### src/rtl/rom_dl_packer.sv
// rom_dl_packer: packs the data_io ROM download byte stream into 16-bit SDRAM word writes.
// Even/odd byte pairs merge into one word. Lone bytes become half-word writes.
// Each word is routed to the main-CPU region (port1) or the sound-CPU region (port2).
// Writes are issued through a small FIFO using toggle req/ack handshakes.
//
// Ports:
//   clk_sys, reset_n          clock, asynchronous active-low reset
//   ioctl_download/wr/addr/dout
//                             download stream; bytes are taken on the rising edge of ioctl_wr
//   portN_req/ack             toggle handshake; a transfer is done when ack == req
//   portN_a/ds/d/we           word address (region relative), byte enables {hi,lo}, data, write
//   busy                      high from the start of a download until it has drained
//   rom_loaded                sticky; set when a download has fully drained
//   overflow                  sticky; a packed word was dropped because the FIFO was full
module rom_dl_packer #(
  parameter logic [24:0] SND_BASE   = 25'h10000,
  parameter logic [24:0] GFX_BASE   = 25'h12000,
  parameter int unsigned FIFO_DEPTH = 4
) (
  input  logic        clk_sys,
  input  logic        reset_n,
  input  logic        ioctl_download,
  input  logic        ioctl_wr,
  input  logic [24:0] ioctl_addr,
  input  logic [7:0]  ioctl_dout,
  output logic        port1_req,
  input  logic        port1_ack,
  output logic [22:0] port1_a,
  output logic [1:0]  port1_ds,
  output logic [15:0] port1_d,
  output logic        port1_we,
  output logic        port2_req,
  input  logic        port2_ack,
  output logic [22:0] port2_a,
  output logic [1:0]  port2_ds,
  output logic [15:0] port2_d,
  output logic        port2_we,
  output logic        busy,
  output logic        rom_loaded,
  output logic        overflow
);

  localparam int unsigned PtrW = $clog2(FIFO_DEPTH);
  localparam logic [23:0] SndWord = SND_BASE[24:1];

  typedef struct packed {
    logic        snd;
    logic [22:0] a;
    logic [1:0]  ds;
    logic [15:0] d;
  } entry_t;

  typedef enum logic [1:0] {PkIdle, PkFlush, PkPush} pk_e;
  typedef enum logic {IsIdle, IsWait} is_e;

  // Word address as seen by the target port (sound region is rebased to zero).
  function automatic entry_t make_entry(input logic snd, input logic [23:0] waddr,
                                        input logic [1:0] ds, input logic [15:0] d);
    entry_t e;
    e.snd = snd;
    e.a   = 23'(snd ? (waddr - SndWord) : waddr);
    e.ds  = ds;
    e.d   = d;
    return e;
  endfunction

  // Edge detection and byte latch
  logic        wr_q, dl_q;
  logic [24:0] lat_addr_q;
  logic [7:0]  lat_data_q;
  logic        ev, ev_rom, ev_snd, lat_snd, dl_rise;

  assign ev      = ioctl_wr & ~wr_q & ioctl_download;
  assign ev_rom  = ev && (ioctl_addr < GFX_BASE);
  assign ev_snd  = ioctl_addr >= SND_BASE;
  assign lat_snd = lat_addr_q >= SND_BASE;
  assign dl_rise = ioctl_download & ~dl_q;

  // Packer
  pk_e         pk_q, pk_d;
  logic        pend_valid_q, pend_valid_d;
  logic [23:0] pend_waddr_q, pend_waddr_d;
  logic        pend_snd_q, pend_snd_d;
  logic [7:0]  pend_data_q, pend_data_d;
  logic        push;
  entry_t      push_e;

  // FIFO
  entry_t          mem_q [FIFO_DEPTH];
  logic [PtrW:0]   wptr_q, rptr_q;
  logic            empty, full, pop;
  entry_t          head;

  assign empty = (wptr_q == rptr_q);
  assign full  = (wptr_q[PtrW] != rptr_q[PtrW]) && (wptr_q[PtrW-1:0] == rptr_q[PtrW-1:0]);
  assign head  = mem_q[rptr_q[PtrW-1:0]];

  // Issue
  is_e         is_q, is_d;
  logic        cur_snd_q, cur_snd_d;
  logic        p1_req_q, p1_req_d, p1_we_q, p1_we_d;
  logic [22:0] p1_a_q, p1_a_d;
  logic [1:0]  p1_ds_q, p1_ds_d;
  logic [15:0] p1_d_q, p1_d_d;
  logic        p2_req_q, p2_req_d, p2_we_q, p2_we_d;
  logic [22:0] p2_a_q, p2_a_d;
  logic [1:0]  p2_ds_q, p2_ds_d;
  logic [15:0] p2_d_q, p2_d_d;

  // Status
  logic busy_q, loaded_q, ovf_q, drained;

  always_comb begin
    pk_d         = pk_q;
    pend_valid_d = pend_valid_q;
    pend_waddr_d = pend_waddr_q;
    pend_snd_d   = pend_snd_q;
    pend_data_d  = pend_data_q;
    push         = 1'b0;
    push_e       = '0;
    case (pk_q)
      PkIdle: begin
        if (ev_rom) begin
          if (!ioctl_addr[0]) begin
            if (pend_valid_q) begin
              pk_d = PkFlush;
            end else begin
              pend_valid_d = 1'b1;
              pend_waddr_d = ioctl_addr[24:1];
              pend_snd_d   = ev_snd;
              pend_data_d  = ioctl_dout;
            end
          end else if (pend_valid_q && pend_waddr_q == ioctl_addr[24:1] &&
                       pend_snd_q == ev_snd) begin
            push         = 1'b1;
            push_e       = make_entry(pend_snd_q, pend_waddr_q, 2'b11, {ioctl_dout, pend_data_q});
            pend_valid_d = 1'b0;
          end else if (pend_valid_q) begin
            pk_d = PkFlush;
          end else begin
            push   = 1'b1;
            push_e = make_entry(ev_snd, ioctl_addr[24:1], 2'b10, {ioctl_dout, 8'h00});
          end
        end else if (!ioctl_download && pend_valid_q) begin
          // Download ended with a lone even byte left over.
          push         = 1'b1;
          push_e       = make_entry(pend_snd_q, pend_waddr_q, 2'b01, {8'h00, pend_data_q});
          pend_valid_d = 1'b0;
        end
      end
      PkFlush: begin
        push   = 1'b1;
        push_e = make_entry(pend_snd_q, pend_waddr_q, 2'b01, {8'h00, pend_data_q});
        if (!lat_addr_q[0]) begin
          pend_valid_d = 1'b1;
          pend_waddr_d = lat_addr_q[24:1];
          pend_snd_d   = lat_snd;
          pend_data_d  = lat_data_q;
          pk_d         = PkIdle;
        end else begin
          pend_valid_d = 1'b0;
          pk_d         = PkPush;
        end
      end
      PkPush: begin
        push   = 1'b1;
        push_e = make_entry(lat_snd, lat_addr_q[24:1], 2'b10, {lat_data_q, 8'h00});
        pk_d   = PkIdle;
      end
      default: pk_d = PkIdle;
    endcase
  end

  always_comb begin
    is_d      = is_q;
    cur_snd_d = cur_snd_q;
    pop       = 1'b0;
    p1_req_d  = p1_req_q;
    p1_we_d   = p1_we_q;
    p1_a_d    = p1_a_q;
    p1_ds_d   = p1_ds_q;
    p1_d_d    = p1_d_q;
    p2_req_d  = p2_req_q;
    p2_we_d   = p2_we_q;
    p2_a_d    = p2_a_q;
    p2_ds_d   = p2_ds_q;
    p2_d_d    = p2_d_q;
    case (is_q)
      IsIdle: begin
        if (!empty) begin
          cur_snd_d = head.snd;
          is_d      = IsWait;
          if (head.snd) begin
            p2_req_d = ~p2_req_q;
            p2_we_d  = 1'b1;
            p2_a_d   = head.a;
            p2_ds_d  = head.ds;
            p2_d_d   = head.d;
          end else begin
            p1_req_d = ~p1_req_q;
            p1_we_d  = 1'b1;
            p1_a_d   = head.a;
            p1_ds_d  = head.ds;
            p1_d_d   = head.d;
          end
        end
      end
      IsWait: begin
        // The head stays in the FIFO until acknowledged.
        if (cur_snd_q ? (port2_ack == p2_req_q) : (port1_ack == p1_req_q)) begin
          pop     = 1'b1;
          p1_we_d = 1'b0;
          p2_we_d = 1'b0;
          is_d    = IsIdle;
        end
      end
      default: is_d = IsIdle;
    endcase
  end

  assign drained = ~ioctl_download & ~pend_valid_q & empty & (is_q == IsIdle) & (pk_q == PkIdle);

  always_ff @(posedge clk_sys or negedge reset_n) begin
    if (!reset_n) begin
      wr_q         <= 1'b0;
      dl_q         <= 1'b0;
      lat_addr_q   <= '0;
      lat_data_q   <= '0;
      pk_q         <= PkIdle;
      pend_valid_q <= 1'b0;
      pend_waddr_q <= '0;
      pend_snd_q   <= 1'b0;
      pend_data_q  <= '0;
      wptr_q       <= '0;
      rptr_q       <= '0;
      is_q         <= IsIdle;
      cur_snd_q    <= 1'b0;
      p1_req_q     <= 1'b0;
      p1_we_q      <= 1'b0;
      p1_a_q       <= '0;
      p1_ds_q      <= '0;
      p1_d_q       <= '0;
      p2_req_q     <= 1'b0;
      p2_we_q      <= 1'b0;
      p2_a_q       <= '0;
      p2_ds_q      <= '0;
      p2_d_q       <= '0;
      busy_q       <= 1'b0;
      loaded_q     <= 1'b0;
      ovf_q        <= 1'b0;
    end else begin
      wr_q <= ioctl_wr;
      dl_q <= ioctl_download;
      if (ev && pk_q == PkIdle) begin
        lat_addr_q <= ioctl_addr;
        lat_data_q <= ioctl_dout;
      end
      pk_q         <= pk_d;
      pend_valid_q <= pend_valid_d;
      pend_waddr_q <= pend_waddr_d;
      pend_snd_q   <= pend_snd_d;
      pend_data_q  <= pend_data_d;
      if (push && !full) wptr_q <= wptr_q + 1'b1;
      if (pop) rptr_q <= rptr_q + 1'b1;
      is_q      <= is_d;
      cur_snd_q <= cur_snd_d;
      p1_req_q  <= p1_req_d;
      p1_we_q   <= p1_we_d;
      p1_a_q    <= p1_a_d;
      p1_ds_q   <= p1_ds_d;
      p1_d_q    <= p1_d_d;
      p2_req_q  <= p2_req_d;
      p2_we_q   <= p2_we_d;
      p2_a_q    <= p2_a_d;
      p2_ds_q   <= p2_ds_d;
      p2_d_q    <= p2_d_d;
      if (dl_rise) begin
        busy_q   <= 1'b1;
        loaded_q <= 1'b0;
        ovf_q    <= 1'b0;
      end else begin
        if (busy_q && drained) begin
          busy_q   <= 1'b0;
          loaded_q <= 1'b1;
        end
        if (push && full) ovf_q <= 1'b1;
      end
    end
  end

  // Storage needs no reset; only the pointers define occupancy.
  always_ff @(posedge clk_sys) begin
    if (push && !full) mem_q[wptr_q[PtrW-1:0]] <= push_e;
  end

  assign port1_req  = p1_req_q;
  assign port1_we   = p1_we_q;
  assign port1_a    = p1_a_q;
  assign port1_ds   = p1_ds_q;
  assign port1_d    = p1_d_q;
  assign port2_req  = p2_req_q;
  assign port2_we   = p2_we_q;
  assign port2_a    = p2_a_q;
  assign port2_ds   = p2_ds_q;
  assign port2_d    = p2_d_q;
  assign busy       = busy_q;
  assign rom_loaded = loaded_q;
  assign overflow   = ovf_q;

endmodule

### config.mk
export PLATFORM = sky130hd
export DESIGN_NAME = rom_dl_packer
export DESIGN_NICKNAME = d
export VERILOG_FILES = /design/src/rtl/rom_dl_packer.sv
export SDC_FILE = /design/constraint.sdc
export NUM_CORES = 1
export LEC_CHECK = 0
export ABC_AREA = 1
export CORE_MARGIN = 2
export CORE_UTILIZATION = 46
export CTS_BUF_LIST = sky130_fd_sc_hd__clkbuf_2
export DETAILED_ROUTE_END_ITERATION = 8
export PLACE_DENSITY_LB_ADDON = 0.05
export SETUP_SLACK_MARGIN = 0.4
export SLEW_MARGIN = 5
export SYNTH_ARGS = -nofsm -noshare
export SYNTH_HDL_FRONTEND = slang
export SYNTH_SLANG_ARGS = --single-unit
### constraint.sdc
create_clock -name clk_sys -period 5.3 [get_ports clk_sys]
set_input_delay 0.53 -clock clk_sys [delete_from_list [all_inputs] [get_ports clk_sys]]
set_output_delay 0.53 -clock clk_sys [all_outputs]
set_load 0.01 [all_outputs]
==> metrics.txt <==
status=complete, no violations; CTS resizes=0; top cells by count, synth=493 x nand2_1, 206 x o21ai_0, 168 x dfrtp_1, 168 x edfxtp_1, 124 x nor2_1; vias=11700; clock sink count=around 340; Synth area leaders=edfxtp_1 33%, dfrtp_1 28%, nand2_1 12%, o21ai_0 6.8%, nor2_1 3.1%; max_slew headroom=0.244; crit start category=flop; Cell variety after synth=40; drt drc=0; first-pass GRT wire length=just over 60000 um; Die Wd=185 um; PortBufs=127; largest net degree at the start of global routing=83; share of cells above drive strength 1=0.113; initial core utilization=0.465; Crit Path Category=flop to flop; worst hold start=ioctl_wr; WL per Instance=16.7 um; mux share of post-synthesis cell area=0.000746; CTS tree=yes; P_leak=7.49 nW; core area=0.0325 mm2; CP max FO=22; drt via density=5.11; FF-to-FF path depth=10; total nets after synthesis=approximately 1700; flop-to-flop setup slack=around 1.9 ns; WP data required=5.88 ns; Die H=185 um; Worst VDD drop=between 200 and 250 uV; Final Max Tran Viols=0; Worst Setup End Kind=flop; worst skew pair latency=0.95 ns; FMAX=292 MHz; RR Startpoint=pk_q[0]; area leader, netlist=edfxtp_1; Yosys top cell area share=0.334; Hold Slack=~0.15 ns; sequential area share after synthesis=0.613; final hold vios=0; Cells after Synth=roughly 1600; Layout Cells excl Fill=2285; number of global-route vias before repair=11200; yosys warns=0; Root Driver=clkbuf_2; Synth Area in XOR/XNOR=0.0157; Total Wirelength=38200 um; area delta synth->final=17.3%; Mapped Area=0.0151 mm2; Critical Path Sink=mem_q[1][12]; TNS Setup=0 ns; syn_area_per_cell=9.36 um2; final setup violation count=0; max-cap violations=0; Post-Synth Simple-Gate Area=0.186; clock buffer count from CTS=89; most common cell in the netlist=nand2_1; largest family of logic cells by synthesized area=simple AND/OR/NAND/NOR gates; Adder-Cell Fraction of Synth Area=0.0108; RSZ-0062 raised after global routing=no; Die ar.=0.0343 mm2; Worst Tran Pin Value=1.13 ns; CTS max path bufs=3; dpl hpwl=24500 um; I/O Pins=between 100 and 150; initial antenna violation count=1; CP Launch Point=pk_q[0]; row count=66; GRT Overall Usage=0.231; Main synth FF type=edfxtp_1; FF+latch count, synth=around 340; fraction of the cycle the final worst path needs=0.647; DR pass1 iterations=6; clk slew on worst S/H paths=0.11 ns; post-route ant nets=0; post-synthesis compound-gate area fraction=0.119; final net count=1822; GP Congestion=0.864; asr flop ratio synth=0.500; Pwr Total=8.29 mW; R2R Path End=mem_q[1][12]; minimum clock period=3.43 ns; Setup Skew=0.111 ns; Placed Cells=2120; crit path DAT=4.00 ns; CTS H-tree lvls=3; Cell Pwr Density=about 470 mW/mm2; Post-synth EDFFs=around 170; DRT iter0 DRCs=710; Overflow after GRT=0; type of the most critical hold path=input pin to flop
## worst max-delay path, cell delays in order (launching register included)
cell and delay, ns:
dfrtp_1 0.43, inv_1 0.16, ha_1 0.45, buf_4 0.37, nand4_1 0.18, o21ai_0 0.14, a31oi_1 0.17, nand2_4 0.15
nand3_4 0.16, nor2_4 0.59, buf_12 0.26
## registers in the layout (all words and copies together), names as in the netlist, 2 cells and up
| name | cells |
|---|---|
| mem_q | 168 |
| lat_addr_q | 25 |
| pend_waddr_q | 24 |
| port1_a | 23 |
| port2_a | 23 |
| port1_d | 16 |
| port2_d | 16 |
| lat_data_q | 8 |
| pend_data_q | 8 |
| rptr_q | 3 |
| wptr_q | 3 |
| pk_q | 2 |
| port1_ds | 2 |
| port2_ds | 2 |
## cells by family (layout without fill, tap and decap cells)
group,count (synthesis),after routing
AND/OR/NAND/NOR,692,692
flip-flops,336,336
AO/OA/AOI/OAI,331,331
buffers and inverters,213,442
XOR/XNOR,27,27
adder cells (fa/ha/maj),13,13
multiplexers,1,1
other,0,1
## timing repair
action,CTS,global route
hold buffers,1,0
buffers inserted,0,0
hold endpoints to repair,66,0
## through the flow
step	util	setup WS, ns	cell area [um2]
after global placement	0.518	1.23	16800
after CTS	0.545	1.92	17700
after floorplan	-	1.39	15100
after global routing	0.545	1.58	17700
final	0.545	1.87	17700
after detailed placement	0.518	1.18	16800
## power by group
group | total, mW | internal (mW) | switching [mW]
clock | 1.88 | 0.803 | 1.07
combinational | 2.87 | 1.15 | 1.72
sequential | 3.55 | 3.22 | 0.329
total | 8.29 | 5.17 | 3.12
## layer usage
| metal | wire (um) | global-route usage | part of all wire |
|---|---|---|---|
| met1 | 18200 | 0.335 | 0.48 |
| met2 | 17100 | 0.353 | 0.45 |
| met3 | 2420 | 0.0403 | 0.063 |
| met4 | 516 | 0.0756 | 0.014 |
| met5 | 0 | 0 | 0 |
## cell type report
class / instances / area (um2)
timing repair buffer: 148 / 1480
multi-input combinational: 1064 / 5050
fill: 3037 / 14800
clock inverter: 35 / 225
sequential: 336 / 9250
inverter: 131 / 492
clock buffer: 128 / 641
antenna: 1 / 2.50
tap: 442 / 553
## placed cells by master, fill, tap and decap left out, drive strengths merged, types with 15 or more instances in the layout
cell,count
nand2,497
o21ai,221
edfxtp,168
dfrtp,168
inv,131
clkbuf,128
nor2,128
clkdlybuf4s50,126
o22ai,50
nand3,40
a21oi,38
clkinv,31
buf,21
xor2,16
nor3,15
## how the worst min path moves through the flow
stage | cells after the start | slack [ns] | endpoint
finish | 1 | 0.15 | wr_q
global route | 1 | 0.07 | wr_q
CTS | 1 | 0.04 | wr_q
detailed placement | 2 | 0.46 | port1_a[4]
global placement | 2 | 0.46 | port1_a[4]
floorplan | 0 | 0.23 | busy
No activity file was read; power rests on OpenSTA's default activity.
